--- src/rtl/mem_access_ctrl_pkg.sv ---
// Shared encodings for the data-memory access controller.
// State codes, access size codes and the alignment rule.
package mem_access_ctrl_pkg;

    typedef enum logic [1:0] {
        IDLE  = 2'd0,
        READ  = 2'd1,
        WRITE = 2'd2,
        RESP  = 2'd3
    } state_e;

    localparam logic [1:0] SIZE_WORD = 2'b00;
    localparam logic [1:0] SIZE_HALF = 2'b10;
    localparam logic [1:0] SIZE_BYTE = 2'b11;

    function automatic logic is_misaligned(
        input logic [1:0] size,
        input logic [1:0] addr_lo
    );
        logic mis;
        case (size)
            SIZE_HALF: mis = addr_lo[0];
            SIZE_BYTE: mis = 1'b0;
            default:   mis = |addr_lo;
        endcase
        return mis;
    endfunction

endpackage

--- src/rtl/mem_access_ctrl_lane.sv ---
// Byte/half lane extraction for loads and lane merge for
// read-modify-write stores.
import mem_access_ctrl_pkg::*;

module mem_lane_unit (
    input  logic [1:0]  size,
    input  logic        sign,
    input  logic [1:0]  addr_lo,
    input  logic [31:0] rdata,
    input  logic [15:0] wdata,
    output logic [31:0] load_data,
    output logic [31:0] merge_data
);

    logic [31:0] shifted;
    logic [15:0] half_val;
    logic [7:0]  byte_val;
    logic [4:0]  lane_base;

    assign lane_base = {addr_lo, 3'b000};
    assign shifted   = rdata >> lane_base;
    assign byte_val  = shifted[7:0];
    assign half_val  = addr_lo[1] ? rdata[31:16] : rdata[15:0];

    always_comb begin
        load_data  = rdata;
        merge_data = rdata;
        case (size)
            SIZE_BYTE: begin
                load_data = {{24{sign & byte_val[7]}}, byte_val};
                merge_data[lane_base +: 8] = wdata[7:0];
            end
            SIZE_HALF: begin
                load_data = {{16{sign & half_val[15]}}, half_val};
                if (addr_lo[1])
                    merge_data[31:16] = wdata;
                else
                    merge_data[15:0] = wdata;
            end
            default: begin
                load_data  = rdata;
                merge_data = rdata;
            end
        endcase
    end

endmodule

--- src/rtl/mem_access_ctrl.sv ---
// One-at-a-time load/store controller toward a variable-latency
// single-port word memory, with RMW for sub-word stores.
import mem_access_ctrl_pkg::*;

module mem_access_ctrl #(
    parameter int ADDR_W   = 32,
    parameter int MAX_WAIT = 255
) (
    input  logic              clk,
    input  logic              rst,
    input  logic              req_valid,
    output logic              req_ready,
    input  logic              req_write,
    input  logic [1:0]        req_size,
    input  logic              req_sign,
    input  logic [ADDR_W-1:0] req_addr,
    input  logic [31:0]       req_wdata,
    output logic              resp_valid,
    output logic [31:0]       resp_rdata,
    output logic              resp_err,
    output logic              mem_en,
    output logic              mem_we,
    output logic [ADDR_W-1:0] mem_addr,
    output logic [31:0]       mem_wdata,
    input  logic [31:0]       mem_rdata,
    input  logic              mem_ready
);

    localparam int CNT_W = (MAX_WAIT < 2) ? 1 : $clog2(MAX_WAIT + 1);
    localparam logic [CNT_W-1:0] CNT_LAST = CNT_W'(MAX_WAIT - 1);

    state_e           state, state_next;
    logic             write_q, sign_q;
    logic [1:0]       size_q, addr_lo_q;
    logic [15:0]      wdata_q;
    logic [31:0]      rdata_q;
    logic             err_q;
    logic [CNT_W-1:0] wait_cnt;
    logic             accept, mis, timeout, busy;
    logic [31:0]      load_data, merge_data;

    assign req_ready  = (state == IDLE) && !rst;
    assign accept     = (state == IDLE) && req_valid;
    assign mis        = is_misaligned(req_size, req_addr[1:0]);
    assign busy       = (state == READ) || (state == WRITE);
    assign timeout    = busy && !mem_ready && (wait_cnt == CNT_LAST);
    assign resp_valid = (state == RESP);
    assign resp_err   = resp_valid & err_q;
    assign resp_rdata = resp_valid ? rdata_q : 32'd0;

    mem_lane_unit u_lane (
        .size       (size_q),
        .sign       (sign_q),
        .addr_lo    (addr_lo_q),
        .rdata      (mem_rdata),
        .wdata      (wdata_q),
        .load_data  (load_data),
        .merge_data (merge_data)
    );

    always_ff @(posedge clk) begin
        if (rst)
            state <= IDLE;
        else
            state <= state_next;
    end

    always_comb begin
        state_next = state;
        unique case (state)
            IDLE: begin
                if (accept) begin
                    if (mis)
                        state_next = RESP;
                    else if (req_write && (req_size != SIZE_HALF)
                             && (req_size != SIZE_BYTE))
                        state_next = WRITE;
                    else
                        state_next = READ;
                end
            end
            READ: begin
                if (mem_ready)
                    state_next = write_q ? WRITE : RESP;
                else if (timeout)
                    state_next = RESP;
            end
            WRITE: begin
                if (mem_ready || timeout)
                    state_next = RESP;
            end
            RESP: state_next = IDLE;
            default: state_next = IDLE;
        endcase
    end

    always_ff @(posedge clk) begin
        if (rst) begin
            write_q   <= 1'b0;
            sign_q    <= 1'b0;
            size_q    <= SIZE_WORD;
            addr_lo_q <= 2'b00;
            wdata_q   <= 16'd0;
            rdata_q   <= 32'd0;
            err_q     <= 1'b0;
            wait_cnt  <= '0;
            mem_en    <= 1'b0;
            mem_we    <= 1'b0;
            mem_addr  <= '0;
            mem_wdata <= 32'd0;
        end else begin
            mem_en <= (state_next == READ) || (state_next == WRITE);
            mem_we <= (state_next == WRITE);

            // Counter restarts whenever a new access phase begins.
            if (state_next != state)
                wait_cnt <= '0;
            else if (busy && !mem_ready)
                wait_cnt <= wait_cnt + 1'b1;

            if (accept) begin
                write_q   <= req_write;
                sign_q    <= req_sign;
                size_q    <= req_size;
                addr_lo_q <= req_addr[1:0];
                wdata_q   <= req_wdata[15:0];
                rdata_q   <= 32'd0;
                err_q     <= mis;
                if (!mis) begin
                    mem_addr  <= {req_addr[ADDR_W-1:2], 2'b00};
                    mem_wdata <= req_wdata;
                end
            end

            if (state == READ && mem_ready) begin
                if (write_q)
                    mem_wdata <= merge_data;
                else
                    rdata_q <= load_data;
            end

            if (timeout)
                err_q <= 1'b1;
        end
    end

endmodule

--- config.mk ---
export PLATFORM = sky130hd
export DESIGN_NAME = mem_access_ctrl
export DESIGN_NICKNAME = d
export VERILOG_FILES = /design/src/rtl/mem_access_ctrl_pkg.sv /design/src/rtl/mem_access_ctrl_lane.sv /design/src/rtl/mem_access_ctrl.sv
export SDC_FILE = /design/constraint.sdc
export NUM_CORES = 1
export LEC_CHECK = 0
export CORE_UTILIZATION = 50
export DETAILED_ROUTE_END_ITERATION = 6
export GPL_ROUTABILITY_DRIVEN = 0
export PLACE_DENSITY = 0.84
export SLEW_MARGIN = 25
export SYNTH_ARGS = -nofsm -noshare
export SYNTH_HDL_FRONTEND = slang
export SYNTH_HIERARCHICAL = 1
export SYNTH_SLANG_ARGS = --single-unit
--- constraint.sdc ---
create_clock -name clk -period 4.2 [get_ports clk]
set_input_delay 0.63 -clock clk [delete_from_list [all_inputs] [get_ports clk]]
set_output_delay 0.63 -clock clk [all_outputs]
set_load 0.1 [all_outputs]
[Word level (Yosys, flattened, before mapping)]
Index checks and enable logic that the tools add are counted.
Word-level totals
  register bits: 129
  input bits: 104
  output and inout port bits: 101
  word-level logic and storage cells: 77
Operators by class
  reduce and logical (&&, ||, !) cells: 17
  equality and inequality tests: 13
  bitwise operators: 4
  add/sub/neg operators: 2
  shift operators: 3
  multiplexer cells: 25
Operators by type and width (count)
  $mux W32: 8
  $pmux W32 S2: 2
  $mux W16: 3
  $bwmux W32: 1
  $shift A8 B7 Y32 const A: 1
  $shiftx A8 B7 Y32: 1
  $shr A32 B5 Y8: 1
  $eq A2 B2 Y1 const B: 7
  $mux W2: 6
  $add A8 B1 Y8 const B: 1
  $eq A8 B8 Y1 const B: 1
  $pmux W2 S4: 1
  $logic_and A1 B1 Y1: 7
  $neg A5 Y7: 1
  $eq A2 B1 Y1 const B: 2
  $ne A2 B2 Y1 const B: 2
  $reduce_or A2 Y1: 2
  $and A1 B1 Y1: 3
  $logic_or A1 B1 Y1: 3
  $mux W1: 3
  $logic_not A1 Y1: 2
  $logic_not A2 Y1: 1
  $ne A2 B2 Y1: 1
  $pmux W1 S2: 1
  3 further kinds: 3

[Logic depth before layout (Yosys ltp)]
  depth after elaboration: 9
  mapped depth: 9
  gate-level depth less buffers: 8

[Modules after synthesis]
The synthesis kept the hierarchy.
By module, submodules not included
  mem_access_ctrl: area each 5357.6 µm², sequential area each 2582.5 µm², times used 1, cells each 688
  mem_lane_unit: area each 1944.4 µm², sequential area each 0.0 µm², times used 1, cells each 267

[Least setup slack after synthesis]
No wires, ideal clock.
  path kind: reg-to-output
  from: register state[1]
  to: output port resp_rdata[31]
  slack: 1.261 ns
  stages on the path, launching flop included: 4
  arrival: 2.309 ns
  data required time: 3.570 ns
  path buffers: 1
  path through: dfxtp_1 -> ha_1 -> clkbuf_1 -> and2_1
Between the ends
  word-level cells in the longest chain between the ends: 2
Ends and longest elaborated chain
  from (decl): line mem_access_ctrl.sv:32  | state_e state, state_next;
  from (signal assigned): line mem_access_ctrl.sv:65  | state <= state_next;
  $eq A2 B2 Y1: line mem_access_ctrl.sv:47  | assign resp_valid = (state == RESP);
  named net resp_valid: line mem_access_ctrl.sv:18  | output logic resp_valid,
  $mux W32: line mem_access_ctrl.sv:49  | assign resp_rdata = resp_valid ? rdata_q : 32'd0;
  to (decl): line mem_access_ctrl.sv:19  | output logic [31:0] resp_rdata,
The timed path passes the listed nets, and every way through them passes these cells.

[Worst setup path in the final report]
  from: register state[1]
  to: output port resp_rdata[4]
Between the ends
  word-level cells in the longest chain between the ends: 2
Ends and longest elaborated chain (line)
  $eq A2 B2 Y1: mem_access_ctrl.sv:47
  $mux W32: mem_access_ctrl.sv:49
No other way between the ends.

==> impl_metrics.py <==
metrics = {
    "sta": {
        "slew_headroom_pct": 32.34,
        "clock_skew_ns": 0.007095,
        "hold_viol_final": 0,
        "layout_min_cycle_time_ns": 2.892,
        "fmax_mhz": 345.7,
        "tightest_slew_ns": 1.012,
        "finalSetupViolations": 0,
        "finalCritPeriodShare_pct": 68.86,
        "tns_ns": 0,
        "rsz0062_at_grt": "no",
        "drv_slew": 0,
    },
    "cts": {
        "cts.htree.levels": 4,
        "numCtsBuffers": 17,
        "clockRootBuffer": "clkbuf_16",
        "clk_latency_ns": 0.42,
        "post_cts_resized": 0,
        "cts_tree": "done",
        "cts.sinks": 129,
        "max-clock-path-buffers": 2,
        "cts_hold_buf": 0,
        "clk_pin_slew_ns": 0.06,
        "postCtsSetupRepairBufs": 0,
    },
    "finish": {
        "drive_gt1_share_pct": 9.327,
        "fin_nets": 1221,
        "area_growth_pct": 32.45,
        "antenna_cells": 0,
    },
    "worst_setup_path": {
        "cpMaxStageDelayCell": "ha_1",
        "worstReg2RegStart": "addr_lo_q[1]",
        "path_buf_inv": 1,
        "crit_fanout": 34,
        "worst-path-stages": 3,
        "cp_cell_sequence": "ha_1 > and2_1 > buf_4",
        "worst_ep_required_time_ns": 3.57,
        "reg2reg_depth": 7,
        "critical-path-top-delay-family": "adder cells",
        "max_stage_delay_ns": 0.81,
        "path_class": "reg -> out",
        "reg2reg_to": "mem_wdata[17]",
        "startpoint_type": "flop",
        "critPathCaptureType": "primary output",
        "cp.arrival_ns": 2.26,
        "r2r_slack_ns": 1.35,
    },
    "detailed_routing": {
        "drtIter0Drc": 864,
        "drc": 0,
        "drt_first_pass_iters": 5,
        "wl_um": 23320,
        "vias": 7763,
        "ant_nets": 0,
        "wl_per_cell_um": 18.01,
        "drt-vias-per-instance": 5.995,
    },
    "global_route": {
        "grt_first_pass_wirelength_um": 35990,
        "antenna_found_initial": 0,
        "grtUsageTotal_pct": 30.88,
        "grt_max_degree": 72,
        "overflow": 0,
        "grt_pass1_vias": 7119,
    },
    "yosys": {
        "synthAdderAreaFrac_pct": 2.228,
        "synth_area_leaders": "dfxtp_1 (35%), nand2_1 (11%), a21oi_1 (8.2%)",
        "ys_types": 61,
        "syn_area_mm2": 0.007302,
        "synth_compound_area_share_pct": 24.14,
        "yosysTopAreaCell": "dfxtp_1",
        "synth_top_area_share_pct": 35.37,
        "ys_top_cells_by_count": "nand2_1 (221), dfxtp_1 (129), a21oi_1 (119), nand3_1 (52), clkbuf_1 (49)",
        "synth.avg_cell_area_um2": 7.646,
        "ys_seq_elements": 129,
        "yosys.area_share.simple_pct": 29.34,
        "synth_edf_count": 0,
        "synth_top_family_by_area": "simple AND/OR/NAND/NOR gates",
        "synth_xor_area_share_pct": 0.8396,
        "async_reset_ff_share_pct": 0,
        "synth_most_common_cell": "nand2_1",
        "synth_ff_type": "dfxtp_1",
        "synthCells": 955,
        "synth_mux_area_share_pct": 1.251,
        "yosysWarnings": 6,
        "synth-seq-area-share_pct": 35.37,
    },
    "die": {
        "num_rows": 43,
        "start_util_pct": 52.00,
        "dieArea_mm2": 0.01509,
        "die_h_um": 122.8,
        "core_mm2": 0.01404,
        "io_pins": 205,
        "die_width_um": 122.8,
    },
    "place": {
        "dp_hpwl_um": 15980,
        "numPortBuffers": 202,
    },
    "power_and_ir_drop": {
        "p_clk_share_pct": 27.8,
        "internal_power_w": 0.002766,
        "power.density_mw_per_mm2": 501.2,
        "p_leak_nw": 3.511,
        "p_sw_share_pct": 42.95,
        "vdd_ir_drop_max_mv": 0.3705,
        "power_frac_seq_pct": 32.5,
        "pwr-share-comb_pct": 39.7,
        "p_total_w": 0.004847,
        "p_sw_w": 0.002082,
    },
    "flow_run": {
        "maxCapViolCount": 0,
    },
    "worst_hold_path": {
        "hold_class": "reg -> reg",
        "hold_path_depth": 2,
        "whs_endpoint": "mem_addr[15]",
        "hold_start": "mem_addr[15]",
    },
    "outcome": {
        "status": "finished, final reports clean",
    },
}
-- flip-flops by register name, summed over array words and instances (netlist names), 2 cells and up --
signal	count
addr_lo_q	2
wdata_q	16
size_q	2
wait_cnt	8
mem_addr	30
state	2
rdata_q	32
mem_wdata	32
-- cells by family (layout without fill, tap and decap cells) --
logic type | Yosys count | count (layout)
simple gates | 444 | 444
compound gates | 246 | 246
flops | 129 | 129
buf+inv | 106 | 265
fa+ha+maj | 13 | 13
mux | 9 | 9
xor+xnor | 7 | 7
other cells | 1 | 2
-- per-layer routing --
metal  track usage (%)  wire length [µm]
met1             38.42              9291
met2             49.54             10810
met3             9.340              2457
met4             12.58               759
met5                 0                 0
-- cell type report --
| type | instances | area (µm²) |
|---|---|---|
| Fill cell | 1159 | 4370 |
| Multi-Input combinational cell | 721 | 4240 |
| Sequential cell | 129 | 2586 |
| Timing Repair Buffer | 211 | 1999 |
| Clock buffer | 21 | 470.5 |
| Tap cell | 180 | 225.2 |
| Inverter | 24 | 90.09 |
| Clock inverter | 9 | 60.06 |
-- power by group through the flow --
stage / combinational (W) / sequential, W / clock (W)
floorplan: 0.000941 / 0.00207 / 0
global placement: 0.00188 / 0.00159 / 0
detailed placement: 0.00190 / 0.00159 / 0
CTS: 0.00191 / 0.00157 / 0.00135
global route: 0.00205 / 0.00160 / 0.00141
finish: 0.00192 / 0.00158 / 0.00135
-- metrics by stage --
stage                     util (%)  instance area (µm²)  setup WS (ns)  hold WS [ns]  cells
after floorplan                  -                 7306          1.261        0.4433    956
after global placement       65.09                 9140          1.345        0.4405   1265
after detailed placement     65.09                 9140          1.292        0.4465   1265
after CTS                    68.87                 9671          1.262        0.4535   1295
after global routing         68.88                 9672          1.133        0.4768   1295
final                        68.88                 9672          1.308        0.4518   1295
-- worst reg2reg max path, delay by kind of cell, from the launching register on --
kind            cells  cell delay, ns
flops               1            0.65
simple gates        3            0.66
fa+ha+maj           1            0.47
buf+inv             1            0.46
compound gates      2            0.52
-- placed cells by master (no fill, tap or decap), drive strengths merged, types with 3 or more instances in the layout --
cell type      count
nor2b              6
nand2            223
o21ai              9
a311oi            32
xor2               4
nand4              6
and2              38
nor2              49
a21oi            120
dfxtp            129
clkinvlp           3
nand3b            18
nor3               5
a22oi              8
a221o             40
nor4               9
ha                13
buf               45
nand3             53
clkdlybuf4s50    166
nand2b            25
o221ai            24
clkbuf            21
inv               24
nor3b              3
clkinv             6
mux2i              8
xnor2              3
-- how the worst max path moves through the flow --
stage            startpoint        endpoint
6_report           state[1]   resp_rdata[4]
3_3_place_gp      req_valid   mem_wdata[20]
5_1_grt        addr_lo_q[1]   mem_wdata[31]
3_5_place_dp      req_valid   mem_wdata[17]
4_1_cts            state[1]   resp_rdata[2]
2_1_floorplan      state[1]  resp_rdata[31]
Note: power is estimated with default switching activity, not from simulation.
